$ cat config.mk
export PLATFORM = sky130hd
export DESIGN_NAME = core_ctrl
export DESIGN_NICKNAME = d
export VERILOG_FILES = /design/src/rtl/core_ctrl.sv
export SDC_FILE = /design/constraint.sdc
export NUM_CORES = 1
export LEC_CHECK = 0
export BUFFER_PORTS_ARGS = -buffer_cell sky130_fd_sc_hd__buf_2
export CAP_MARGIN = 20
export CELL_PAD_IN_SITES_DETAIL_PLACEMENT = 1
export CELL_PAD_IN_SITES_GLOBAL_PLACEMENT = 1
export CORE_ASPECT_RATIO = 1.2
export CORE_UTILIZATION = 45
export CTS_BUF_LIST = sky130_fd_sc_hd__clkbuf_4
export CTS_CLUSTER_SIZE = 30
export DETAILED_ROUTE_END_ITERATION = 8
export PLACE_DENSITY_LB_ADDON = 0.08
export SYNTH_ARGS = -nofsm -noshare
export SYNTH_HDL_FRONTEND = slang
export SYNTH_SLANG_ARGS = --single-unit
$ cat constraint.sdc
create_clock -name clk -period 3.8 [get_ports clk]
set_input_delay 0.19 -clock clk [delete_from_list [all_inputs] [get_ports clk]]
set_output_delay 0.19 -clock clk [all_outputs]
set_load 0.05 [all_outputs]
$ cat src/rtl/core_ctrl.sv
// Instruction sequencer for the systolic-array core: walks the kij loop
// (weights to L0, PE load, gap, activations to L0, execute) and then drains the OFIFO.
module core_ctrl #(
    parameter int row        = 8,
    parameter int col        = 8,
    parameter int len_kij    = 9,
    parameter int len_nij    = 36,
    parameter int len_onij   = 16,
    parameter int load_cyc   = col * len_kij,
    parameter int gap_cyc    = 11,
    parameter int exec_cyc   = (row + col) * len_nij + 10,
    parameter int act_base   = 0,
    parameter int w_base     = 1024,
    parameter int settle_cyc = 2
) (
    input  logic        clk,
    input  logic        reset,
    input  logic        start,
    input  logic        ofifo_valid,
    output logic [33:0] inst,
    output logic        busy,
    output logic        done,
    output logic [3:0]  kij_idx
);

    typedef enum logic [3:0] {
        S_IDLE,
        S_WL0,
        S_LOAD,
        S_GAP,
        S_AL0,
        S_EXEC,
        S_WAIT,
        S_PULSE,
        S_SETTLE,
        S_DONE
    } state_t;

    localparam logic [33:0] IDLE_INST = 34'h1_800C_0000;
    localparam logic [15:0] W_LAST    = 16'(col);
    localparam logic [15:0] L_LAST    = 16'(load_cyc - 1);
    localparam logic [15:0] G_LAST    = 16'(gap_cyc - 1);
    localparam logic [15:0] A_LAST    = 16'(len_nij);
    localparam logic [15:0] E_LAST    = 16'(exec_cyc - 1);
    localparam logic [15:0] S_LAST    = 16'(settle_cyc);
    localparam logic [3:0]  KIJ_LAST  = 4'(len_kij - 1);
    localparam logic [7:0]  ONIJ      = 8'(len_onij);

    if (w_base + len_kij * col > 2048) begin : g_bad_wbase
        $error("core_ctrl: weight region exceeds the 11-bit xmem address space");
    end
    if (act_base + len_nij > w_base) begin : g_bad_actbase
        $error("core_ctrl: activation region overlaps the weight region");
    end
    if (load_cyc < 1 || gap_cyc < 1 || exec_cyc < 1 || len_kij < 1 || len_kij > 16 ||
        len_onij < 1 || len_onij > 255 || exec_cyc > 65535 || load_cyc > 65535) begin : g_bad_len
        $error("core_ctrl: phase length parameter out of range");
    end

    state_t      state, state_n;
    logic [15:0] cnt, cnt_n;
    logic [3:0]  kij, kij_n;
    logic [7:0]  out, out_n;

    // The SRAM read for step t is issued at t, its L0 write lands at t+1, so
    // each streaming phase is one cycle longer than its word count.
    function automatic logic [33:0] encode(state_t s, logic [15:0] c, logic [3:0] k);
        logic [33:0] w;
        logic [10:0] a;
        w = IDLE_INST;
        a = '0;
        case (s)
            S_WL0: begin
                if (c < W_LAST) begin
                    a       = 11'(w_base + int'(k) * col + int'(c));
                    w[19]   = 1'b0;
                    w[17:7] = a;
                end
                if (c != 16'd0) w[2] = 1'b1;
            end
            S_AL0: begin
                if (c < A_LAST) begin
                    a       = 11'(act_base + int'(c));
                    w[19]   = 1'b0;
                    w[17:7] = a;
                end
                if (c != 16'd0) w[2] = 1'b1;
            end
            S_LOAD: begin
                w[3] = 1'b1;
                w[0] = 1'b1;
            end
            S_EXEC: begin
                w[3] = 1'b1;
                w[1] = 1'b1;
            end
            S_PULSE: begin
                w[33] = 1'b1;
                w[6]  = 1'b1;
            end
            default: ;
        endcase
        return w;
    endfunction

    // A drain slot opens on the edge after EXEC or after settle; valid seen then
    // issues the pulse immediately, otherwise we park in WAIT.
    always_comb begin
        state_n = state;
        cnt_n   = cnt;
        kij_n   = kij;
        out_n   = out;
        case (state)
            S_IDLE: begin
                if (start) begin
                    state_n = S_WL0;
                    cnt_n   = '0;
                    kij_n   = '0;
                    out_n   = '0;
                end
            end
            S_WL0: begin
                if (cnt == W_LAST) begin
                    state_n = S_LOAD;
                    cnt_n   = '0;
                end else begin
                    cnt_n = cnt + 16'd1;
                end
            end
            S_LOAD: begin
                if (cnt == L_LAST) begin
                    state_n = S_GAP;
                    cnt_n   = '0;
                end else begin
                    cnt_n = cnt + 16'd1;
                end
            end
            S_GAP: begin
                if (cnt == G_LAST) begin
                    state_n = S_AL0;
                    cnt_n   = '0;
                end else begin
                    cnt_n = cnt + 16'd1;
                end
            end
            S_AL0: begin
                if (cnt == A_LAST) begin
                    state_n = S_EXEC;
                    cnt_n   = '0;
                end else begin
                    cnt_n = cnt + 16'd1;
                end
            end
            S_EXEC: begin
                if (cnt == E_LAST) begin
                    cnt_n = '0;
                    if (kij != KIJ_LAST) begin
                        kij_n   = kij + 4'd1;
                        state_n = S_WL0;
                    end else begin
                        out_n   = '0;
                        state_n = ofifo_valid ? S_PULSE : S_WAIT;
                    end
                end else begin
                    cnt_n = cnt + 16'd1;
                end
            end
            S_WAIT: begin
                if (ofifo_valid) state_n = S_PULSE;
            end
            S_PULSE: begin
                state_n = S_SETTLE;
                cnt_n   = '0;
            end
            S_SETTLE: begin
                if (cnt == S_LAST) begin
                    cnt_n = '0;
                    out_n = out + 8'd1;
                    if (out + 8'd1 == ONIJ) state_n = S_DONE;
                    else state_n = ofifo_valid ? S_PULSE : S_WAIT;
                end else begin
                    cnt_n = cnt + 16'd1;
                end
            end
            S_DONE: begin
                state_n = S_IDLE;
                cnt_n   = '0;
                kij_n   = '0;
                out_n   = '0;
            end
            default: begin
                state_n = S_IDLE;
                cnt_n   = '0;
                kij_n   = '0;
                out_n   = '0;
            end
        endcase
    end

    // Outputs are encoded from the next state so inst lines up with the state register.
    always_ff @(posedge clk or posedge reset) begin
        if (reset) begin
            state <= S_IDLE;
            cnt   <= '0;
            kij   <= '0;
            out   <= '0;
            inst  <= IDLE_INST;
            busy  <= 1'b0;
            done  <= 1'b0;
        end else begin
            state <= state_n;
            cnt   <= cnt_n;
            kij   <= kij_n;
            out   <= out_n;
            inst  <= encode(state_n, cnt_n, kij_n);
            busy  <= (state_n != S_IDLE) && (state_n != S_DONE);
            done  <= (state_n == S_DONE);
        end
    end

    assign kij_idx = kij;

endmodule

==> impl_metrics.yaml, run 1 <==
timing:
  skew_ps: 15.62
  setup_viol: 0
  hold_viol: 0
  slew_headroom_pct: 56.23
  tightestPinTransition_ps: 651.0
  fmax_mhz: 284.3
  fin_crit_ps: 3518
  slew_viol_final: 0
  grt_setup_unrepaired: "no"
  tns_ps: 0
  fin_crit_sh_pct: 92.57
placed_design:
  hpwl_um: 6983
  io_buffers: 27
  gp_congestion: 0.9371
yosys:
  ys_seq_area_share_pct: 38.28
  post_synth.cell_area_avg_um2: 8.781
  yosys-top-cells-count: "dfrtp_1, nand2_1, o21ai_0, nor2_1, buf_4"
  synth_area_leader_cell: "dfrtp_1"
  netlist.area_leader.share_pct: 37.50
  yosysMostFrequentCell: "dfrtp_1"
  ys_top_cells_by_area: "dfrtp_1, o21ai_0, nand2_1"
  ys_warn_count: 0
  synth-edff-count: 0
  async_flop_share_pct: 100.0
  postSynthCellCount: 380
  synth_ff_type: "dfrtp_1"
  synthDistinctLibCells: 67
  ys_ff_latch: 51
  synth_area_um2: 3337
routing:
  routed_wl_um: 9148
  vias: 2935
  post_drt_wl_per_cell_um: 18.37
  drt_iter0_markers: 126
  drc: 0
  firstDrtPassIters: 4
  final_antenna_net_count: 0
  routed_via_density: 5.894
die:
  num_io_pins: 44
  coreArea_um2: 7232
  rows: 34
  die_area_um2: 7765
  start_util_pct: 46.14
  dieHeight_um: 96.33
  die_w_um: 80.61
worst_setup_path:
  cp-end-kind: "flop"
  crit_start: "cnt[0]$_DFF_PP0_"
  critPathLaunchType: "flop"
  worst-r2r-setup-slack_ps: 280
  cp.arrival_ps: 3840
  worstRegToRegCells: 12
  crit_path_max_fanout: 14
  reg2reg_to: "inst[10]$_DFF_PP0_"
  setup.worst_path.class: "flop to flop"
  crit_end: "inst[10]$_DFF_PP0_"
  cp.required_ps: 4120
  timing.rr.start: "cnt[0]$_DFF_PP0_"
cells_and_area:
  fin_nets: 424
  final_util_pct: 50.26
  drive_gt1_share_pct: 15.69
  diodes: 0
  area_delta_synth_final_pct: 8.924
  fill_cells: 892
clocking:
  cts.sink_count: 51
  cts_root_buf: "clkbuf_4"
  clk_latency_ps: 390
  clk_pin_slew_ps: 160
  cts_buffers: 5
  clk_path_buf_depth: 2
  htreeDepth: 2
  cts_tree: "done"
hold_path:
  hold_class: "input port to flop"
global_route:
  grt_util_all_layers_pct: 25.13
  grt_pass1_vias: 2929
  grt_pass1_wl_um: 14840
  grt_max_degree: 27
  grt_overflow: 0
  antenna_found_initial: 0
run_status:
  status: "complete, no violations"
pwr:
  power_frac_comb_pct: 5.8
  p_seq_share_pct: 55.2
  powerDensity_nw_per_um2: 271.2
  internal_power_w: 0.0007541
  ir_drop_mv: 0.1458
  p_sw_w: 0.0002315
  p_leak_nw: 1.619
  p_clk_share_pct: 39.0
  switching_share_pct: 23.49
run:
  max_cap_viol_count: 0
-- power by group through the flow --
stage | clock [W] | combinational, W | sequential, W
2_1_floorplan | 0 | 0.0000565 | 0.000558
3_3_place_gp | 0 | 0.0000546 | 0.000554
3_5_place_dp | 0 | 0.0000570 | 0.000554
4_1_cts | 0.000398 | 0.0000579 | 0.000544
5_1_grt | 0.000416 | 0.0000621 | 0.000545
6_report | 0.000384 | 0.0000571 | 0.000544
-- timing repair --
item | CTS | global route
resized for setup | 0 | 0
setup buffers | 0 | 0
hold buffers | 1 | 0
hold endpoints to repair | 25 | 0
-- cells in the final DEF, fill, tap and decap left out, drive strengths merged, types with 3 or more instances in the layout --
cell type,n
nor3b,4
or3,4
nor2,24
and4,5
dfrtp,50
a22o,3
nand3,8
o21ai,42
and2,3
and3,9
conb,18
a31oi,6
a22oi,4
a21oi,16
nand3b,3
nand2,46
buf,37
nand4,11
nand2b,5
o31ai,8
ha,12
inv,13
nor4,5
nor3,9
mux2i,3
a21o,3
o211a,3
a21boi,3
o22ai,4
xor2,3
or2,4
nor4b,3
clkbuf,5
-- state kept, by name, summed over array words and instances (netlist names) --
register and flops:
done 1, inst 17, busy 1, kij_idx 4
state 4, cnt 16, out 8
-- final cells by class --
cell class	count	area (µm²)	area share (%)
Multi-Input combinational cell	297	1853	50.98
Sequential cell	51	1277	35.15
Timing Repair Buffer	38	232.7	6.403
Tap cell	90	112.6	3.098
Clock inverter	3	67.56	1.859
Inverter	14	53.80	1.480
Clock buffer	5	37.54	1.033
-- through the flow --
step / power (W) / setup slack (ps) / hold slack (ps) / instance area (µm²) / std cells
after floorplan: 0.0006149 / 679.7 / 452.3 / 3397 / 396
after global placement: 0.0006088 / 525.8 / 481.6 / 3500 / 488
after detailed placement: 0.0006113 / 333.5 / 281.5 / 3520 / 489
after CTS: 0.001000 / 269.5 / 272.8 / 3635 / 498
after global routing: 0.001022 / 49.84 / 323.9 / 3635 / 498
final: 0.0009857 / 282.4 / 284.7 / 3635 / 498
-- how the worst min path moves through the flow --
| stage | startpoint | endpoint | slack [ps] | cells past startpoint |
|---|---|---|---|---|
| 5_1_grt | ofifo_valid | state[0]$_DFF_PP0_ | 320 | 3 |
| 4_1_cts | ofifo_valid | state[0]$_DFF_PP0_ | 270 | 3 |
| 2_1_floorplan | out[7]$_DFFE_PP0P_ | out[7]$_DFFE_PP0P_ | 450 | 1 |
| 6_report | ofifo_valid | state[0]$_DFF_PP0_ | 280 | 3 |
| 3_5_place_dp | reset | inst[16]$_DFF_PP0_ | 280 | 2 |
| 3_3_place_gp | out[1]$_DFFE_PP0P_ | out[1]$_DFFE_PP0P_ | 480 | 2 |
-- cells by family after synthesis --
| family | count (synthesis) | share of synthesized area, % |
|---|---|---|
| simple gates | 149 | 24.63 |
| fa+ha+maj | 13 | 5.099 |
| buf+inv | 48 | 7.987 |
| flops | 51 | 38.28 |
| mux | 3 | 0.8999 |
| xor+xnor | 5 | 1.313 |
| compound gates | 109 | 21.56 |
| other cells | 2 | 0.2251 |
-- critical path, stage by stage (launching register included) --
cell	delay, ps
dfrtp_1	480
inv_1	150
ha_1	210
nor4b_1	310
nand4_2	240
a22oi_2	340
and3_1	250
buf_4	230
o21ai_0	110
o31a_1	160
or4_1	690
clkinv_2	130
a22o_1	160
-- layer usage --
metal / global-route usage (%) / share of wire, %
met1: 30.08 / 44
met2: 44.35 / 51
met3: 3.886 / 2.0
met4: 10.71 / 2.9
met5: 0 / 0
No activity file was read; power rests on OpenSTA's default activity.
==> inputs of run 2 (changes only) <==
BUFFER_PORTS_ARGS = -buffer_cell sky130_fd_sc_hd__clkbuf_2   (was -buffer_cell sky130_fd_sc_hd__buf_2)
==> run 2 against run 1 <==
Effect of this change:
- sequential power is essentially flat
- via count is essentially flat
- sequential share of layout area grew 0.47 points
- hold slack gained 26 ps
- clock power shrank 35%
- first-iteration DRC count is the same
- register-to-register slack is essentially flat
- combinational power grew 0.7%
- fmax grew 0.30%
==> impl_metrics.yaml, run 2 (same netlist as run 1, synthesis figures left out) <==
routing:
  vias: 2936
  final_antenna_net_count: 0
  drc: 0
  post_drt_wl_per_cell_um: 18.09
  drt_iter0_markers: 126
  routed_via_density: 5.896
  routed_wl_um: 9010
  firstDrtPassIters: 4
global_route:
  gr-usage-met3_pct: 2.559
  antenna_found_initial: 0
  grtUsageMet1_pct: 31.03
  grt_overflow: 0
  met2_usage_pct: 44.21
  top_usage_layer: "met2"
  grt_util_all_layers_pct: 24.71
  grt_pass1_vias: 2931
  grt_max_degree: 27
  grt_pass1_wl_um: 14710
worst_setup_path:
  cp.required_ps: 4120
  crit_family: "simple AND/OR/NAND/NOR gates"
  max_stage_delay_ps: 700
  worst-r2r-setup-slack_ps: 290
  critPathLaunchType: "flop"
  cpMaxStageDelayCell: "or4_1"
  crit_path_max_fanout: 14
  cp-end-kind: "flop"
  cp.arrival_ps: 3820
  setup.worst_path.class: "flop to flop"
  crit_chain: "inv_1, ha_1, nor4b_1, nand4_2, a22oi_2, and3_1, buf_4, o21ai_0, o31a_1, or4_1, clkinv_2, a22o_1"
  cp_num_buf_inv: 3
cells_and_area:
  fin_nets: 424
  fill_cells: 899
  final_common_cell: "dfrtp_1"
  diodes: 0
  fin_area_um2: 3587
  drive_gt1_share_pct: 15.69
  final_cell_mix: "dfrtp_1, nand2_1, o21ai_0"
  top_register: "inst"
  largest_register_ffs: 17
  reg_top3: "inst (17), cnt (16), out (8)"
  area_delta_synth_final_pct: 7.499
pwr:
  p_leak_nw: 1.589
  p_clk_share_pct: 29.4
  ir_drop_mv: 0.1127
  internal_power_w: 0.0006206
  p_seq_share_pct: 63.8
  powerDensity_nw_per_um2: 237.8
  switching_share_pct: 27.24
  p_sw_w: 0.0002323
  power_frac_comb_pct: 6.7
die:
  num_io_pins: 44
  rows: 34
  die_w_um: 80.61
  dieHeight_um: 96.33
  coreArea_um2: 7232
  die_area_um2: 7765
  start_util_pct: 46.14
run_status:
  status: "complete, no violations"
timing:
  fmax_mhz: 285.1
  fin_crit_ps: 3507
  hold_slack_ps: 310.7
  slew_headroom_pct: 52.45
  setup_viol: 0
  fin_crit_sh_pct: 92.29
  hold_viol: 0
  fin_ws_ps: 292.9
  slew_viol_final: 0
  tightestPinTransition_ps: 708.6
  skew_ps: 6.913
  tns_ps: 0
  grt_setup_unrepaired: "no"
hold_path:
  hold_class: "input port to flop"
clocking:
  cts.repair.resized: 0
  clk_pin_slew_ps: 150
  clk_latency_ps: 370
  htreeDepth: 2
  cts_buffers: 5
  cts_root_buf: "clkbuf_4"
  cts.sink_count: 51
  cts_tree: "done"
  clk_path_buf_depth: 2
placed_design:
  post_dp_cell_area_um2: 3520
  hpwl_um: 6909
  io_buffers: 27
  gp_congestion: 0.9193
  pre_cts_ws_ps: 373.6
run:
  max_cap_viol_count: 0
run 2: changes by cell type in the layout (fill, tap and decap cells not counted):
| cell | change |
|---|---|
| clkinvlp_4 | +1 |
| bufinv_16 | -2 |
| clkinv_2 | +1 |
| clkbuf_2 | +27 |
| buf_2 | -27 |
run 2: area by class of cell:
| type | instances | area (µm²) | area share [%] |
|---|---|---|---|
| multi-input cells | 297 | 1853 | 51.66 |
| flip-flops and latches | 51 | 1277 | 35.61 |
| repair buffers | 38 | 232.7 | 6.488 |
| well taps | 90 | 112.6 | 3.139 |
| inverters | 14 | 53.80 | 1.500 |
| clock buffers | 5 | 37.54 | 1.046 |
| clock inverters | 3 | 20.02 | 0.5581 |
run 2: power by group through the flow:
stage	registers (W)	logic (W)	clock network, W
floorplan	0.000558	0.0000565	0
global placement	0.000554	0.0000545	0
detailed placement	0.000554	0.0000572	0
CTS	0.000544	0.0000580	0.000260
global route	0.000545	0.0000620	0.000277
finish	0.000544	0.0000575	0.000251
run 2: stage by stage:
stage	power (W)	cells	util, %
floorplan	0.0006149	396	-
global placement	0.0006088	488	48.39
detailed placement	0.0006115	489	48.67
CTS	0.0008624	498	49.60
global route	0.0008833	498	49.60
finish	0.0008529	498	49.60
run 2: final timing paths:
| path | start | end | cells after the start |
|---|---|---|---|
| worst max-delay path | cnt[0]$_DFF_PP0_ | inst[11]$_DFF_PP0_ | 12 |
| worst min-delay path | ofifo_valid | state[0]$_DFF_PP0_ | 3 |
| worst max register to register | cnt[0]$_DFF_PP0_ | inst[11]$_DFF_PP0_ | 12 |
| worst min register to register | out[7]$_DFFE_PP0P_ | out[7]$_DFFE_PP0P_ | 1 |
| max in group asynchronous | reset | inst[19]$_DFF_PP1_ | 4 |
| min in group asynchronous | reset | inst[0]$_DFF_PP0_ | 3 |
run 2: tightest hold or removal path, stage by stage:
cell and delay, ps:
clkbuf_2 110, o21ai_0 90, nand2_1 220
run 2: metal layers:
| metal | share of wire, % | up-vias |
|---|---|---|
| met2 | 51 | 41 |
| met3 | 2.1 | 15 |
| li1 | - | 1403 |
| met5 | 0 | - |
| met1 | 44 | 1477 |
| met4 | 2.3 | 0 |
run 2: timing repair:
item | 4_1_cts | 5_1_grt
setup buffers | 0 | 0
hold endpoints to repair | 25 | 0
setup endpoints to repair | 0 | 0
hold buffers | 1 | 0
